===== src/rtl/tow_pkg.sv =====
// Shared definitions for the tug-of-war computer opponent.
package tow_pkg;

  // Width of the pseudo-random press generator and its feedback taps.
  localparam int LFSR_WIDTH  = 10;
  localparam int LFSR_TAP_HI = 9;
  localparam int LFSR_TAP_LO = 6;

  // Press sequencer states.
  typedef enum logic [1:0] {
    IDLE    = 2'd0,
    PRESS   = 2'd1,
    RELEASE = 2'd2
  } cpu_state_t;

endpackage : tow_pkg


===== src/rtl/cpu_player_lfsr10.sv =====
// 10-bit Fibonacci LFSR in XNOR form: resets to zero, never reaches all-ones,
// period 1023. Shifts only on cycles where Adv is high.
module lfsr10
  import tow_pkg::*;
(
  input  logic                  Clock,
  input  logic                  Reset,
  input  logic                  Adv,
  output logic [LFSR_WIDTH-1:0] Q
);

  logic [LFSR_WIDTH-1:0] lfsr_q;
  logic [LFSR_WIDTH-1:0] lfsr_d;
  logic                  fb;

  // Next value: shift in the XNOR of the two taps when advancing.
  always_comb begin
    // NOTE: assign every combinational output a default first so no path leaves it unassigned (no latch).
    lfsr_d = lfsr_q;
    fb     = ~(lfsr_q[LFSR_TAP_HI] ^ lfsr_q[LFSR_TAP_LO]);
    if (Adv) begin
      lfsr_d = {lfsr_q[LFSR_WIDTH-2:0], fb};
    end
  end

  // Shift register with asynchronous clear to the all-zero seed.
  always_ff @(posedge Clock or posedge Reset) begin
    if (Reset) begin
      lfsr_q <= '0;
    end else begin
      // NOTE: sequential state uses non-blocking assignment so every flop samples pre-edge values.
      lfsr_q <= lfsr_d;
    end
  end

  assign Q = lfsr_q;

endmodule : lfsr10


===== src/rtl/cpu_player.sv =====
// Computer opponent: emits a pushbutton-like Key level (HOLD_CYCLES high, then
// at least GAP_CYCLES low) when the LFSR falls below the difficulty on a Tick.
module cpu_player
  import tow_pkg::*;
#(
  parameter int HOLD_CYCLES = 2,  // >= 1
  parameter int GAP_CYCLES  = 2   // >= 1
) (
  input  logic       Clock,
  input  logic       Reset,
  input  logic       Enable,
  input  logic       Tick,
  input  logic [8:0] Speed,
  output logic       Key,
  output logic       Press,
  output logic       Busy
);

  localparam int MAX_CYCLES = (HOLD_CYCLES > GAP_CYCLES) ? HOLD_CYCLES : GAP_CYCLES;
  localparam int CNT_W      = $clog2(MAX_CYCLES + 1);

  localparam logic [CNT_W-1:0] HOLD_LOAD = CNT_W'(HOLD_CYCLES - 1);
  localparam logic [CNT_W-1:0] GAP_LOAD  = CNT_W'(GAP_CYCLES - 1);
  localparam logic [CNT_W-1:0] CNT_ONE   = CNT_W'(1);

  cpu_state_t             state_q, state_d;
  logic [CNT_W-1:0]       cnt_q, cnt_d;
  logic                   key_q, key_d;
  logic                   press_q, press_d;
  logic [LFSR_WIDTH-1:0]  lfsr;
  logic                   fire;

  lfsr10 u_lfsr (
    .Clock (Clock),
    .Reset (Reset),
    .Adv   (Tick),
    .Q     (lfsr)
  );

  // Fire decision: compares against the LFSR value before this cycle's shift.
  assign fire = Tick && Enable && (state_q == IDLE) && ({1'b0, Speed} > lfsr);

  // Press sequencer: next state, counter and registered output values.
  always_comb begin
    state_d = state_q;
    cnt_d   = cnt_q;
    press_d = 1'b0;
    unique case (state_q)
      IDLE: begin
        if (fire) begin
          state_d = PRESS;
          cnt_d   = HOLD_LOAD;
          press_d = 1'b1;
        end
      end
      PRESS: begin
        if (cnt_q == '0) begin
          state_d = RELEASE;
          cnt_d   = GAP_LOAD;
        end else begin
          cnt_d = cnt_q - CNT_ONE;
        end
      end
      RELEASE: begin
        if (cnt_q == '0) begin
          state_d = IDLE;
        end else begin
          cnt_d = cnt_q - CNT_ONE;
        end
      end
      default: begin
        state_d = IDLE;
        cnt_d   = '0;
      end
    endcase
    // Key mirrors the state being entered, so it comes straight off a flop.
    key_d = (state_d == PRESS);
  end

  // State, counter and output registers; reset forces everything idle at once.
  always_ff @(posedge Clock or posedge Reset) begin
    if (Reset) begin
      state_q <= IDLE;
      cnt_q   <= '0;
      key_q   <= 1'b0;
      press_q <= 1'b0;
    end else begin
      state_q <= state_d;
      cnt_q   <= cnt_d;
      key_q   <= key_d;
      press_q <= press_d;
    end
  end

  assign Key   = key_q;
  assign Press = press_q;
  assign Busy  = (state_q != IDLE);

endmodule : cpu_player


===== config.mk =====
export PLATFORM = sky130hd
export DESIGN_NAME = cpu_player
export DESIGN_NICKNAME = d
export VERILOG_FILES = /design/src/rtl/tow_pkg.sv /design/src/rtl/cpu_player_lfsr10.sv /design/src/rtl/cpu_player.sv
export SDC_FILE = /design/constraint.sdc
export NUM_CORES = 1
export LEC_CHECK = 0
export CORE_MARGIN = 4
export CORE_UTILIZATION = 51
export CTS_CLUSTER_DIAMETER = 30
export CTS_CLUSTER_SIZE = 8
export DETAILED_ROUTE_END_ITERATION = 10
export PLACE_DENSITY = 0.77
export SKIP_CTS_REPAIR_TIMING = 1
export SLEW_MARGIN = 20
export SYNTH_ARGS = -nofsm -noshare
export SYNTH_HDL_FRONTEND = slang
export SYNTH_HIERARCHICAL = 1
export SYNTH_SLANG_ARGS = --single-unit
export TNS_END_PERCENT = 1

===== constraint.sdc =====
create_clock -name Clock -period 2 [get_ports Clock]
set_input_delay 0.6 -clock Clock [delete_from_list [all_inputs] [get_ports Clock]]
set_output_delay 0.6 -clock Clock [all_outputs]
set_load 0.03 [all_outputs]

==> metrics.txt <==
average cell area after synthesis=11.1 um^2; vias per std cell=5.02; cell type with the largest total area after synthesis=dfrtp_1; clock transition at the register clock pins on the worst setup and hold paths after CTS=0.08 ns; TritonCTS clock tree=built; achievable clock frequency=475 MHz; total gr overflow=0; headroom to the max-slew limit=0.757; Area contributors post-synth=dfrtp_1, ha_1, mux2_2; number of global-route vias before repair=690; overall track demand over capacity in global routing=0.140; endpoints failing hold=0; most frequent cell after synthesis=dfrtp_1; fraction of layout cells with a size suffix above 1=0.189; number of diodes added for antenna fixing=0; initial core utilization=0.539; Final Routed Wirelength=1.54 mm; number of primary I/O pins=16; largest fanout on the critical path=5; transition at the pin with the smallest max-transition slack=0.364 ns; post-synth design cell area=931 um^2; IR drop worst, VDD=0.000723 V; count of synthesis-stage warnings from yosys=6; Slowest Stage Delay on Critical Path=0.40 ns; Tot Pwr=1.46 mW; Layout Area Growth over Synthesis=25.0%; total leakage power=0.571 nW; Post-DP HPWL=1.28 mm; number of DRC violations after detailed routing=0; number of enable-type register cells in the synthesized netlist=0; data arrival time of the critical path=2.26 ns; proportion of netlist area held by the largest area contributor=0.430; routed metal-1 wirelength=661 um; die height=50.7 um; worst clock skew=0.00504 ns; Largest delay share family, worst path=compound AO/OA/AOI/OAI gates; maximum capacitance violations=0; number of port buffers=15; crit path launch type=primary input; category of the most critical setup path=primary input to flip-flop; Final GP Congestion=0.769; Crit path required time=2.15 ns; most numerous cell types in the synthesized netlist=dfrtp_1, inv_1, ha_1, mux2_2, o21ai_0; share of the yosys chip area belonging to registers=0.430; deepest level of the CTS H-tree=1; Synth Net Count=108; cells along the critical path=clkdlybuf4s50_1, ha_1, and4_1, nand3_1, o2111a_1, o21a_4, o311a_1; post-route cell area=1160 um^2; outcome=finished, violations left; final number of max-transition violations=0; Final setup viols=1; clk_lat worst skew=0.27 ns; drt first-iter violations=2; worst hold-check slack=0.538 ns; Routed Antenna Nets=0; topmost layer with routed signal wires=met4; Max Root-Sink Buffers=2; CTS Buf Count=3; unrepaired setup endpoints after global routing=yes; violations in the final reports=setup timing; Site Rows=15; Horiz. Die Dim=50.7 um; utilization after layout=0.674; Async S/R FF share, synth=1.00; CP Capture Type=flip-flop; primary flip-flop cell chosen by synthesis mapping=dfrtp_1; post-route fraction of the period consumed by the critical path=1.05; Sum Neg Setup Slack=-0.105 ns; vias after detailed routing=657; flip-flop and latch count after synthesis=16; number of iterations in the first detailed-routing pass=3; final setup slack of the worst path=-0.105 ns; shortest period the worst path allows=2.11 ns; first-pass GRT wire length=2.77 mm; cell with the biggest individual delay on the critical path=clkdlybuf4s50_1; Worst Hold Class=flip-flop to flip-flop; largest net degree at the start of global routing=11; Clock Sink Count=16; buffer cell driving the clock tree root=clkbuf_4; routed length per instance=11.7 um; Yosys cell types=24; synthesized instance count=84; number of nets in the finished design=132; met3 wire length=105 um; number of antenna violations at the first check in global routing=0; core region area=1730 um^2; Power per Cell Area=1250 nW/um^2; critical path buffer and inverter count=1; wire length on met2=755 um; placed standard-cell area=1140 um^2; floorplan die area=2570 um^2
-- flip-flops by register name, indices dropped and copies added (netlist names) --
register,cells
Key,1
Press,1
cnt_q,2
state_q,2
u_lfsr/Q,10
-- worst register-to-register path: cells and delay by family, from the launching register on --
| family | cells | cell delay (ns) |
|---|---|---|
| buffers and inverters | 1 | 0.06 |
| AO/OA/AOI/OAI | 3 | 0.67 |
| AND/OR/NAND/NOR | 2 | 0.30 |
| adder cells (fa/ha/maj) | 1 | 0.28 |
| flip-flops | 1 | 0.38 |
-- final timing paths --
| path | to | startpoint | slack [ns] | cells after the start |
|---|---|---|---|---|
| setup / recovery | cnt_q[0] | Speed[3] | -0.11 | 7 |
| hold / removal | u_lfsr/Q[2] | u_lfsr/Q[2] | 0.54 | 1 |
| setup reg to reg | cnt_q[0] | u_lfsr/Q[3] | 0.21 | 7 |
| hold reg to reg | u_lfsr/Q[2] | u_lfsr/Q[2] | 0.54 | 1 |
| min in group asynchronous | state_q[0] | Reset | 0.56 | 2 |
| max in group asynchronous | u_lfsr/Q[1] | Reset | 1.11 | 2 |
-- kinds of logic (layout without fill, tap and decap cells) --
logic type                 after synthesis  count (layout)  share of synthesized area
xor gates and xnor gates                 1               1                    0.00941
AOI/OAI and AO/OA                       16              16                      0.125
adders and majority gates               11              11                      0.148
buffers and inverters                   15              37                     0.0685
muxes                                   11              11                      0.133
DFF                                     16              16                      0.430
and+or+nand+nor                         14              14                     0.0860
-- layout by cell type, fill, tap and decap left out --
cell             count
dfrtp_1             16
inv_1               14
clkdlybuf4s50_1     14
mux2_2              11
ha_1                11
buf_4                5
o21ai_0              4
nor2_1               3
nand3_1              3
a21oi_1              3
nor2b_1              3
clkbuf_4             3
a2bb2oi_1            2
and4_1               1
a21o_1               1
nand4b_1             1
a31oi_1              1
o2111a_1             1
o21a_4               1
nand2b_1             1
nand2_1              1
o22ai_1              1
a211oi_1             1
nand3b_1             1
o311a_1              1
dlymetal6s2s_1       1
xnor2_1              1
-- layout make-up --
type | count | area [um^2]
fillers | 147 | 563
multi-input cells | 53 | 467
flip-flops and latches | 16 | 400
repair buffers | 20 | 190
inverters | 14 | 52.6
well taps | 25 | 31.3
clock buffers | 3 | 22.5
-- per-layer routing --
layer	GRT usage	up-vias
met4	0.0538	0
met1	0.155	303
li1	-	339
met2	0.246	13
met3	0.0475	2
met5	0	-
-- metrics by stage --
step                setup slack (ns)  std cells
CTS                           -0.105        131
detailed placement            -0.394        128
finish                        -0.105        131
global route                  -0.121        131
floorplan                      0.108         84
global placement              -0.349        128
-- power breakdown --
| group | internal [mW] | switching [mW] |
|---|---|---|
| clock | 0.0695 | 0.0813 |
| combinational | 0.395 | 0.333 |
| sequential | 0.473 | 0.107 |
| total | 0.937 | 0.520 |
(Power assumes the default switching activity.)
